$ cat config.mk
export PLATFORM = sky130hd
export DESIGN_NAME = alu_arbiter_flat
export DESIGN_NICKNAME = d
export VERILOG_FILES = /design/src/rtl/alu_arbiter_if.sv /design/src/rtl/alu_arbiter.sv /design/src/flat_wrapper.sv
export SDC_FILE = /design/constraint.sdc
export NUM_CORES = 1
export LEC_CHECK = 0
export CAP_MARGIN = 10
export CORE_ASPECT_RATIO = 1.4
export CORE_MARGIN = 2
export CORE_UTILIZATION = 34
export CTS_CLUSTER_SIZE = 24
export DETAILED_ROUTE_END_ITERATION = 12
export HOLD_SLACK_MARGIN = 0.08
export MAX_ROUTING_LAYER = met4
export PLACE_DENSITY_LB_ADDON = 0.12
export RECOVER_POWER = 100
export SETUP_SLACK_MARGIN = 0.1
export SKIP_LAST_GASP = 1
export SYNTH_ARGS = -nofsm -noshare
export SYNTH_HDL_FRONTEND = slang
export SYNTH_SLANG_ARGS = --single-unit
$ cat constraint.sdc
create_clock -name clk -period 1.9 [get_ports clk]
set_clock_uncertainty 0.2 [all_clocks]
set_input_delay 0.38 -clock clk [delete_from_list [all_inputs] [get_ports clk]]
set_output_delay 0.38 -clock clk [all_outputs]
set_load 0.005 [all_outputs]
$ cat src/rtl/alu_arbiter_if.sv
// Bundle of the two requester ports, the shared-ALU operand/result port and the
// response port of alu_arbiter; slave is the arbiter side, master the environment.
interface alu_arbiter_if;
  logic        req0_valid;
  logic        req0_ready;
  logic [31:0] req0_a;
  logic [31:0] req0_b;
  logic [5:0]  req0_func;

  logic        req1_valid;
  logic        req1_ready;
  logic [31:0] req1_a;
  logic [31:0] req1_b;
  logic [5:0]  req1_func;

  logic [31:0] alu_a;
  logic [31:0] alu_b;
  logic [5:0]  alu_func;
  logic [31:0] alu_out;
  logic        alu_zero;

  logic        rsp_valid;
  logic        rsp_ready;
  logic        rsp_id;
  logic [31:0] rsp_data;
  logic        rsp_zero;

  logic        busy;

  modport slave (
    input  req0_valid, req0_a, req0_b, req0_func,
    input  req1_valid, req1_a, req1_b, req1_func,
    input  alu_out, alu_zero, rsp_ready,
    output req0_ready, req1_ready,
    output alu_a, alu_b, alu_func,
    output rsp_valid, rsp_id, rsp_data, rsp_zero, busy
  );

  modport master (
    output req0_valid, req0_a, req0_b, req0_func,
    output req1_valid, req1_a, req1_b, req1_func,
    output alu_out, alu_zero, rsp_ready,
    input  req0_ready, req1_ready,
    input  alu_a, alu_b, alu_func,
    input  rsp_valid, rsp_id, rsp_data, rsp_zero, busy
  );
endinterface

$ cat src/rtl/alu_arbiter.sv
// Round-robin arbiter sharing one clocked ALU between two requesters; one
// operation in flight, result held until the response handshake completes.
module alu_arbiter #(
  parameter int ALU_LAT = 1
) (
  input logic         clk,
  input logic         rst_n,
  alu_arbiter_if.slave bus
);
  typedef enum logic [1:0] {IDLE, ISSUE, WAIT, RESP} state_t;

  localparam logic [3:0] LAT4 = 4'(ALU_LAT);

  state_t      state_reg, state_next;
  logic [3:0]  cnt_reg;
  logic        last_reg;
  logic        id_reg;
  logic [31:0] data_reg;
  logic        zero_reg;
  logic [31:0] a_reg;
  logic [31:0] b_reg;
  logic [5:0]  func_reg;

  logic grant_id;
  logic grant_any;
  logic ready0;
  logic ready1;
  logic accept;

  // On a tie the requester that did not win last time gets the grant.
  assign grant_id  = (bus.req0_valid && bus.req1_valid) ? ~last_reg : bus.req1_valid;
  assign grant_any = bus.req0_valid | bus.req1_valid;
  assign ready0    = rst_n && (state_reg == IDLE) && grant_any && !grant_id;
  assign ready1    = rst_n && (state_reg == IDLE) && grant_any && grant_id;
  assign accept    = ready0 | ready1;

  always_ff @(posedge clk or negedge rst_n) begin
    if (!rst_n) begin
      state_reg <= IDLE;
    end else begin
      state_reg <= state_next;
    end
  end

  always_comb begin
    state_next = state_reg;
    case (state_reg)
      IDLE:    if (accept) state_next = ISSUE;
      ISSUE:   state_next = WAIT;
      WAIT:    if (cnt_reg <= 4'd1) state_next = RESP;
      RESP:    if (bus.rsp_ready) state_next = IDLE;
      default: state_next = IDLE;
    endcase
  end

  always_comb begin
    bus.req0_ready = ready0;
    bus.req1_ready = ready1;
    bus.busy       = (state_reg != IDLE);
    bus.rsp_valid  = (state_reg == RESP);
  end

  always_ff @(posedge clk or negedge rst_n) begin
    if (!rst_n) begin
      cnt_reg  <= 4'd0;
      last_reg <= 1'b1;
      id_reg   <= 1'b0;
      data_reg <= 32'd0;
      zero_reg <= 1'b0;
      a_reg    <= 32'd0;
      b_reg    <= 32'd0;
      func_reg <= 6'd0;
    end else begin
      case (state_reg)
        IDLE: begin
          if (accept) begin
            a_reg    <= grant_id ? bus.req1_a    : bus.req0_a;
            b_reg    <= grant_id ? bus.req1_b    : bus.req0_b;
            func_reg <= grant_id ? bus.req1_func : bus.req0_func;
            id_reg   <= grant_id;
            last_reg <= grant_id;
          end
        end
        ISSUE: cnt_reg <= LAT4;
        WAIT: begin
          // The edge that takes the counter to zero is the one where the ALU result is valid.
          cnt_reg <= (cnt_reg <= 4'd1) ? 4'd0 : cnt_reg - 4'd1;
          if (cnt_reg <= 4'd1) begin
            data_reg <= bus.alu_out;
            zero_reg <= bus.alu_zero;
          end
        end
        default: ;
      endcase
    end
  end

  assign bus.alu_a    = a_reg;
  assign bus.alu_b    = b_reg;
  assign bus.alu_func = func_reg;
  assign bus.rsp_id   = id_reg;
  assign bus.rsp_data = data_reg;
  assign bus.rsp_zero = zero_reg;
endmodule
$ cat src/flat_wrapper.sv
// flat-port wrapper written by rule: the top's interface ports become plain ports
module alu_arbiter_flat 
#(
  parameter int ALU_LAT = 1
)
  (clk, rst_n, bus_req0_valid, bus_req0_a, bus_req0_b, bus_req0_func, bus_req1_valid, bus_req1_a, bus_req1_b, bus_req1_func, bus_alu_out, bus_alu_zero, bus_rsp_ready, bus_req0_ready, bus_req1_ready, bus_alu_a, bus_alu_b, bus_alu_func, bus_rsp_valid, bus_rsp_id, bus_rsp_data, bus_rsp_zero, bus_busy);
  alu_arbiter_if bus_i ();
  input logic clk;
  input logic rst_n;
  input wire logic [$bits(bus_i.req0_valid)-1:0] bus_req0_valid;
  input wire logic [$bits(bus_i.req0_a)-1:0] bus_req0_a;
  input wire logic [$bits(bus_i.req0_b)-1:0] bus_req0_b;
  input wire logic [$bits(bus_i.req0_func)-1:0] bus_req0_func;
  input wire logic [$bits(bus_i.req1_valid)-1:0] bus_req1_valid;
  input wire logic [$bits(bus_i.req1_a)-1:0] bus_req1_a;
  input wire logic [$bits(bus_i.req1_b)-1:0] bus_req1_b;
  input wire logic [$bits(bus_i.req1_func)-1:0] bus_req1_func;
  input wire logic [$bits(bus_i.alu_out)-1:0] bus_alu_out;
  input wire logic [$bits(bus_i.alu_zero)-1:0] bus_alu_zero;
  input wire logic [$bits(bus_i.rsp_ready)-1:0] bus_rsp_ready;
  output wire logic [$bits(bus_i.req0_ready)-1:0] bus_req0_ready;
  output wire logic [$bits(bus_i.req1_ready)-1:0] bus_req1_ready;
  output wire logic [$bits(bus_i.alu_a)-1:0] bus_alu_a;
  output wire logic [$bits(bus_i.alu_b)-1:0] bus_alu_b;
  output wire logic [$bits(bus_i.alu_func)-1:0] bus_alu_func;
  output wire logic [$bits(bus_i.rsp_valid)-1:0] bus_rsp_valid;
  output wire logic [$bits(bus_i.rsp_id)-1:0] bus_rsp_id;
  output wire logic [$bits(bus_i.rsp_data)-1:0] bus_rsp_data;
  output wire logic [$bits(bus_i.rsp_zero)-1:0] bus_rsp_zero;
  output wire logic [$bits(bus_i.busy)-1:0] bus_busy;
  assign bus_i.req0_valid = bus_req0_valid;
  assign bus_i.req0_a = bus_req0_a;
  assign bus_i.req0_b = bus_req0_b;
  assign bus_i.req0_func = bus_req0_func;
  assign bus_i.req1_valid = bus_req1_valid;
  assign bus_i.req1_a = bus_req1_a;
  assign bus_i.req1_b = bus_req1_b;
  assign bus_i.req1_func = bus_req1_func;
  assign bus_i.alu_out = bus_alu_out;
  assign bus_i.alu_zero = bus_alu_zero;
  assign bus_i.rsp_ready = bus_rsp_ready;
  assign bus_req0_ready = bus_i.req0_ready;
  assign bus_req1_ready = bus_i.req1_ready;
  assign bus_alu_a = bus_i.alu_a;
  assign bus_alu_b = bus_i.alu_b;
  assign bus_alu_func = bus_i.alu_func;
  assign bus_rsp_valid = bus_i.rsp_valid;
  assign bus_rsp_id = bus_i.rsp_id;
  assign bus_rsp_data = bus_i.rsp_data;
  assign bus_rsp_zero = bus_i.rsp_zero;
  assign bus_busy = bus_i.busy;
  alu_arbiter #(.ALU_LAT(ALU_LAT)) u_core (.clk(clk), .rst_n(rst_n), .bus(bus_i));
endmodule
==> key figures, run 1 <==
Critical path
  • Crit Path Max Fanout: 14
  • Most frequent CP cell: buf_6
  • Worst path depth: 8
  • CP delay by family, top: buffers and inverters
  • Worst path arrival time: 2.01 ns
  • Crit end category: flop
  • CP Class: flop to flop
  • CP peak stage delay: 0.40 ns
  • Setup crit start kind: flop
  • R2R cell count: 8
  • CP Cell Sequence: inv_2, ha_4, buf_6, buf_6, o211ai_4, clkbuf_16, a222oi_1, inv_1
  • CP bufs+invs: 5
  • CP Data Required Time: 1.91 ns
  • CP max-delay cell: dfrtp_1

GRT
  • Vias in the first global route: 4504
  • Global-route usage over all layers: 0.214
  • Initial antenna violation count: 0
  • Grt total ovfl: 0
  • Largest net degree at the start of global routing: 93
  • First-pass GRT wire length: 24.3 mm

STA
  • RSZ-0062 raised after global routing: true
  • Worst slew pin tran: 0.882 ns
  • Final slew viol count: 0
  • Hold Violations, Final: 0
  • Peak Freq: 501 MHz
  • Final WS setup: -0.0943 ns
  • Min Tclk post-route: 1.99 ns
  • Finish-stage setup viols: 69
  • Final Cycle Share: 1.05
  • Rel. slew slack: 0.410

Power
  • VDD IR-drop max: 0.000724 V
  • Logic pwr share: 0.519
  • Pwr Density: 1400 nW/um^2
  • Int Pwr: 8.40 mW
  • Lkg Pwr: 4.29 nW
  • Clock power frac: 0.150
  • PnR Total Power: 12.3 mW
  • Switching Share: 0.315
  • Reg power frac: 0.331
  • Sw Pwr: 3.86 mW

Route
  • Pre-antenna DRT Iters: 8
  • Drt initial violations: 399
  • Vias/cell: 5.08
  • Routed WL: 17.8 mm
  • # DRC: 0
  • Via count: 4459
  • DRT antenna net count: 0
  • Wire per inst: 20.3 um

Die
  • Die width: 104 um
  • Die height: 145 um
  • Initial core utilization: 0.347
  • IO Count: 286
  • Total core area: 13800 um^2
  • Row count: 51
  • Die ar.: 15100 um^2

Logic synthesis
  • Number of synthesized flops with an enable pin: 0
  • Top cells by area, synth: dfrtp_1, a222oi_1, mux2_4
  • #FFs+latches synth: 111
  • Most frequent cells after synthesis: dfrtp_1, inv_1, a222oi_1
  • Post-synthesis adder-cell area fraction: 0.0156
  • Top-area cell type share of the netlist area: 0.573
  • Area leader, netlist: dfrtp_1
  • Synth Area in Simple Gates: 0.0164
  • Largest family of logic cells by synthesized area: compound AO/OA/AOI/OAI gates
  • Synth Flop Type: dfrtp_1
  • Async SR Flop Fraction: 1.00
  • Syn_area_per_cell: 13.6 um^2
  • Synth Area in Compound Gates: 0.176
  • Yosys cell types: 31
  • Post-Synthesis Cells: 352
  • Mux cell area share after synthesis: 0.103
  • Post-synthesis xor/xnor area fraction: 0
  • Seq/Total Area, Yosys: 0.579
  • Post-Syn Area: 4800 um^2
  • Dominant cell by count in the synthesized netlist: dfrtp_1
  • Synthesis warning total: 0
  • Syn Nets: 536

Finish
  • FILL cells: 1187
  • Area of the multi-input gates: 1630 um^2
  • Storage element area: 2780 um^2
  • Area Growth Syn to Fin: 82.8%
  • Antenna Cells: 0
  • Nets@finish: 871
  • Layout cells sized above 1: 0.198
  • Post-route cell area: 8780 um^2
  • Non-filler cells in the finished layout: 877

Clock network
  • CTS H-tree depth: 3
  • Clock latency on the worst-skew pair: 0.34 ns
  • Clk buf depth: 2
  • CTS tree: yes
  • Total CTS buffers: 9
  • Clk sinks: 111
  • Clock transition at path regs: 0.07 ns
  • Root Buffer: clkbuf_16

Placed design
  • Placed cell count: 825
  • Placer Congestion: 0.759
  • Setup slack at placement: -0.433 ns
  • Placed instance area: 7950 um^2
  • Post-DP HPWL: 11.5 mm
  • Port Buffer Count: 285

Job
  • Max Cap Violations: 0

Run status
  • Status: complete, but fails checks
  • Failing checks: setup timing

Min path
  • Worst Hold Path Cells: 1
  • Worst hold path type: flop to flop
[final timing paths]
kind / endpoint / slack, ns / from
worst max-delay path: u_core.bus.alu_b[24] / -0.09 / u_core.state_reg[1]
worst min-delay path: u_core.bus.rsp_id / 0.29 / u_core.bus.rsp_id
worst max register to register: u_core.bus.alu_b[24] / -0.09 / u_core.state_reg[1]
worst min register to register: u_core.bus.rsp_id / 0.29 / u_core.bus.rsp_id
max in group asynchronous: u_core.bus.alu_b[16] / 0.06 / rst_n
min in group asynchronous: u_core.bus.alu_b[27] / 0.73 / rst_n
[cell families (layout without fill, tap and decap cells)]
logic type / Yosys count / in the layout
fa+ha+maj: 6 / 6
simple gates: 13 / 13
buf+inv: 102 / 442
mux: 34 / 34
compound gates: 86 / 86
flops: 111 / 111
[metal layers]
| layer | global-route usage | vias up | wire length, um |
|---|---|---|---|
| li1 | - | 1995 | - |
| met1 | 0.240 | 2183 | 6370 |
| met2 | 0.373 | 256 | 9400 |
| met3 | 0.0586 | 25 | 1620 |
| met4 | 0.0690 | 0 | 373 |
| met5 | - | - | 0 |
[power groups by stage]
| stage | logic [mW] | clock network (mW) | registers [mW] |
|---|---|---|---|
| after floorplan | 2.57 | 0 | 4.15 |
| after global placement | 5.81 | 0 | 4.06 |
| after detailed placement | 5.94 | 0 | 4.09 |
| after CTS | 6.15 | 1.88 | 4.06 |
| after global routing | 6.85 | 1.97 | 4.18 |
| final | 6.36 | 1.84 | 4.06 |
[worst reg2reg max path, stage by stage (launching register included)]
cell	delay, ns
dfrtp_1	0.40
inv_2	0.09
ha_4	0.17
buf_6	0.10
buf_6	0.09
o211ai_4	0.16
clkbuf_16	0.24
a222oi_1	0.33
inv_1	0.09
[final cells by class]
cell class	instances	area share
Multi-Input combinational cell	139	0.185
Sequential cell	111	0.317
Clock inverter	4	0.00328
Tap cell	185	0.0264
Timing Repair Buffer	349	0.406
Inverter	77	0.0329
Clock buffer	12	0.0292
[repair_timing]
| action | 4_1_cts | 5_1_grt |
|---|---|---|
| cloned | 3 | 11 |
| hold endpoints to repair | 20 | 0 |
| endpoints found under the setup margin | 177 | 137 |
| pin swaps | 75 | 12 |
| hold buffers | 2 | 0 |
| buffers inserted | 12 | 11 |
| gates resized for setup | 115 | 43 |
[placed cells by master (no fill, tap or decap), drive strengths merged]
cell type,netlist,routed
o21a,2,2
dfstp,1,1
dfrtp,110,110
clkinv,0,1
clkbuf,2,25
a21o,3,3
mux2,34,34
buf,23,54
nand2b,1,1
nor2,2,2
nor3,3,3
clkdlybuf4s25,0,27
o22ai,2,2
a21oi,3,3
nand2,3,3
ha,6,6
o31ai,1,1
clkdlybuf4s50,0,175
o21ai,2,2
a22oi,1,1
o211ai,2,2
nand3,3,3
nor2b,1,1
clkinvlp,0,2
a222oi,70,70
dlygate4sd3,0,11
dlygate4sd2,0,69
inv,77,78
[through the flow]
step | TNS, ns | hold WS (ns) | utilization
floorplan | 0 | -0.116 | -
CTS | -1.66 | 0.294 | 0.609
global placement | -24.42 | 0.210 | 0.574
finish | -1.83 | 0.289 | 0.634
detailed placement | -28.31 | 0.221 | 0.574
global route | -19.42 | 0.303 | 0.634
No activity file was read; power rests on OpenSTA's default activity.
==> run 2, diff against run 1 <==
==> constraint.sdc (replaced) <==
create_clock -name clk -period 1.9 [get_ports clk]
set_clock_uncertainty 0.2 [all_clocks]
set_input_delay 0.57 -clock clk [delete_from_list [all_inputs] [get_ports clk]]
set_output_delay 0.57 -clock clk [all_outputs]
set_load 0.005 [all_outputs]
==> run 2 against run 1 <==
Net effect:
- the flow still finishes with violations (setup timing)
- sequential cell count unchanged
- die area is the same
- final cell count increased by 2.2%
- register-to-register slack got worse by 0.09 ns
- critical endpoint is now bus_rsp_valid
==> key figures, run 2 (same netlist as run 1, synthesis figures left out) <==
Route
  • WL met3: 1.37 mm (was 1.62 mm)
  • Vias/cell: 5.02 (was 5.08)
  • Routed WL: 17.3 mm (was 17.8 mm)
  • Drt initial violations: 493 (was 399)
  • Pre-antenna DRT Iters: 8 (unchanged)
  • # DRC: 0 (unchanged)
  • Metal2 WL: 9.21 mm (was 9.40 mm)
  • Uppermost layer routed: met4 (unchanged)
  • Met1 wire length: 6.40 mm (was 6.37 mm)
  • Wire per inst: 19.3 um (was 20.3 um)
  • DRT antenna net count: 0 (unchanged)
  • Via count: 4498 (was 4459)

Die
  • Total core area: 13800 um^2 (unchanged)
  • Initial core utilization: 0.347 (unchanged)
  • Row count: 51 (unchanged)
  • Die width: 104 um (unchanged)
  • Die height: 145 um (unchanged)
  • Die ar.: 15100 um^2 (unchanged)
  • IO Count: 286 (unchanged)

Critical path
  • Worst Setup SP: u_core.state_reg[0] (was u_core.state_reg[1])
  • Reg-to-reg startpoint: u_core.state_reg[1] (unchanged)
  • CP Class: flop to output pin (was flop to flop)
  • Crit Path Max Fanout: 2 (was 14)
  • CP Cell Sequence: buf_4, buf_4, buf_6, ha_4, buf_6 (was inv_2, ha_4, buf_6, buf_6, o211ai_4, clkbuf_16, a222oi_1, inv_1)
  • Reg2reg setup slack: -0.18 ns (was -0.09 ns)
  • CP peak stage delay: 0.39 ns (was 0.40 ns)
  • Setup crit start kind: flop (unchanged)
  • Worst path arrival time: 1.36 ns (was 2.01 ns)
  • CP Data Required Time: 1.13 ns (was 1.91 ns)
  • Crit end category: output pin (was flop)
  • CP max-delay cell: dfrtp_1 (unchanged)

Finish
  • Layout cells sized above 1: 0.225 (was 0.198)
  • Area Growth Syn to Fin: 85.5% (was 82.8%)
  • Nets@finish: 890 (was 871)
  • Most frequent cells in the layout: clkdlybuf4s50_1, dfrtp_1, inv_1 (unchanged)
  • Commonest non-fill, non-tap cell in the layout: clkdlybuf4s50_1 (unchanged)
  • Fin util: 0.644 (was 0.634)
  • Antenna Cells: 0 (unchanged)

Clock network
  • Hold_buf cts: 0 (was 2)
  • Clock latency on the worst-skew pair: 0.34 ns (about the same)
  • Root Buffer: clkbuf_16 (unchanged)
  • Clock transition at path regs: 0.08 ns (was 0.07 ns)
  • Clk buf depth: 2 (unchanged)
  • Clk sinks: 111 (unchanged)
  • Total CTS buffers: 9 (unchanged)
  • CTS tree: yes (unchanged)
  • CTS H-tree depth: 3 (unchanged)

GRT
  • Vias in the first global route: 4522 (was 4504)
  • Global-route usage over all layers: 0.211 (was 0.214)
  • First-pass GRT wire length: 24.2 mm (was 24.3 mm)
  • Initial antenna violation count: 0 (unchanged)
  • Largest net degree at the start of global routing: 73 (was 93)
  • Grt total ovfl: 0 (unchanged)

STA
  • RSZ-0062 raised after global routing: true (unchanged)
  • Rel. slew slack: 0.160 (was 0.410)
  • Final Cycle Share: 1.12 (was 1.05)
  • TNS Setup: -8.40 ns (was -1.83 ns)
  • Min Tclk post-route: 2.13 ns (was 1.99 ns)
  • Worst slew pin tran: 1.26 ns (was 0.882 ns)
  • Final slew viol count: 0 (unchanged)
  • Finish-stage setup viols: 98 (was 69)
  • Peak Freq: 470 MHz (was 501 MHz)
  • Final WS setup: -0.227 ns (was -0.0943 ns)
  • Hold Violations, Final: 0 (unchanged)

Run status
  • Failing checks: setup timing (unchanged)
  • Status: complete, but fails checks (unchanged)

Placed design
  • Post-DP HPWL: 11.0 mm (was 11.5 mm)
  • Placer Congestion: 0.792 (was 0.759)
  • Port Buffer Count: 285 (unchanged)

Job
  • Max Cap Violations: 0 (unchanged)

Min path
  • Hold path start: u_core.bus.rsp_id (unchanged)
  • Worst hold path type: flop to flop (unchanged)

Power
  • PnR Total Power: 12.7 mW (was 12.3 mW)
  • Lkg Pwr: 4.31 nW (was 4.29 nW)
  • VDD IR-drop max: 0.000812 V (was 0.000724 V)
  • Pwr Density: 1430 nW/um^2 (was 1400 nW/um^2)
==> run 2: timing repair <==
action,in CTS,in global routing
endpoints found under the hold margin,0,0
cloned,3,11
pin swaps,1,8
setup endpoints to repair,215,179
buffers inserted,25,26
gates resized for setup,150,84
==> run 2: layer usage <==
| metal | vias up | GRT usage |
|---|---|---|
| met3 | 22 | 0.0545 |
| li1 | 2030 | - |
| met2 | 254 | 0.370 |
| met5 | - | - |
| met4 | 0 | 0.0590 |
| met1 | 2192 | 0.239 |
==> run 2: stage by stage <==
step,setup slack [ns],instance area (um^2),cells,hold slack [ns]
2_1_floorplan,-0.0528,4820,352,0.0744
3_3_place_gp,-0.821,7840,816,0.260
3_5_place_dp,-0.842,7840,816,0.265
4_1_cts,-0.254,8350,859,0.213
5_1_grt,-0.298,8910,896,0.310
6_report,-0.227,8910,896,0.288
==> run 2: worst paths after layout <==
path | to | cells past startpoint
setup / recovery | bus_rsp_valid | 5
hold / removal | u_core.bus.rsp_id | 1
setup reg to reg | u_core.bus.alu_b[20] | 9
hold reg to reg | u_core.bus.rsp_id | 1
max in group asynchronous | u_core.bus.alu_func[0] | 2
min in group asynchronous | u_core.bus.alu_b[8] | 2
==> run 2: area by class of cell <==
cell class | instances | area, um^2
repair buffers | 367 | 3710
multi-input cells | 140 | 1620
fillers | 1118 | 4930
clock inverters | 7 | 52.6
clock buffers | 9 | 225
flip-flops and latches | 111 | 2780
inverters | 77 | 289
well taps | 185 | 231
==> run 2: critical path, delay by kind of cell, from the launching register on <==
kind	cells	cell delay, ns
flip-flops	1	0.39
adder cells (fa/ha/maj)	1	0.15
buffers and inverters	4	0.48
==> run 2: where the power goes <==
| group | total, mW | leakage, nW | internal [mW] | switching, mW |
|---|---|---|---|---|
| registers | 4.08 | 1.37 | 3.47 | 0.618 |
| logic | 6.86 | 2.81 | 4.43 | 2.44 |
| clock network | 1.80 | 0.137 | 0.903 | 0.895 |
| total | 12.7 | 4.31 | 8.80 | 3.95 |
==> run 3, diff against run 2 <==
SLEW_MARGIN = 10   (was not set)
==> results of run 3 <==
The final DEF is identical to that of run 2; final timing and power are the same.
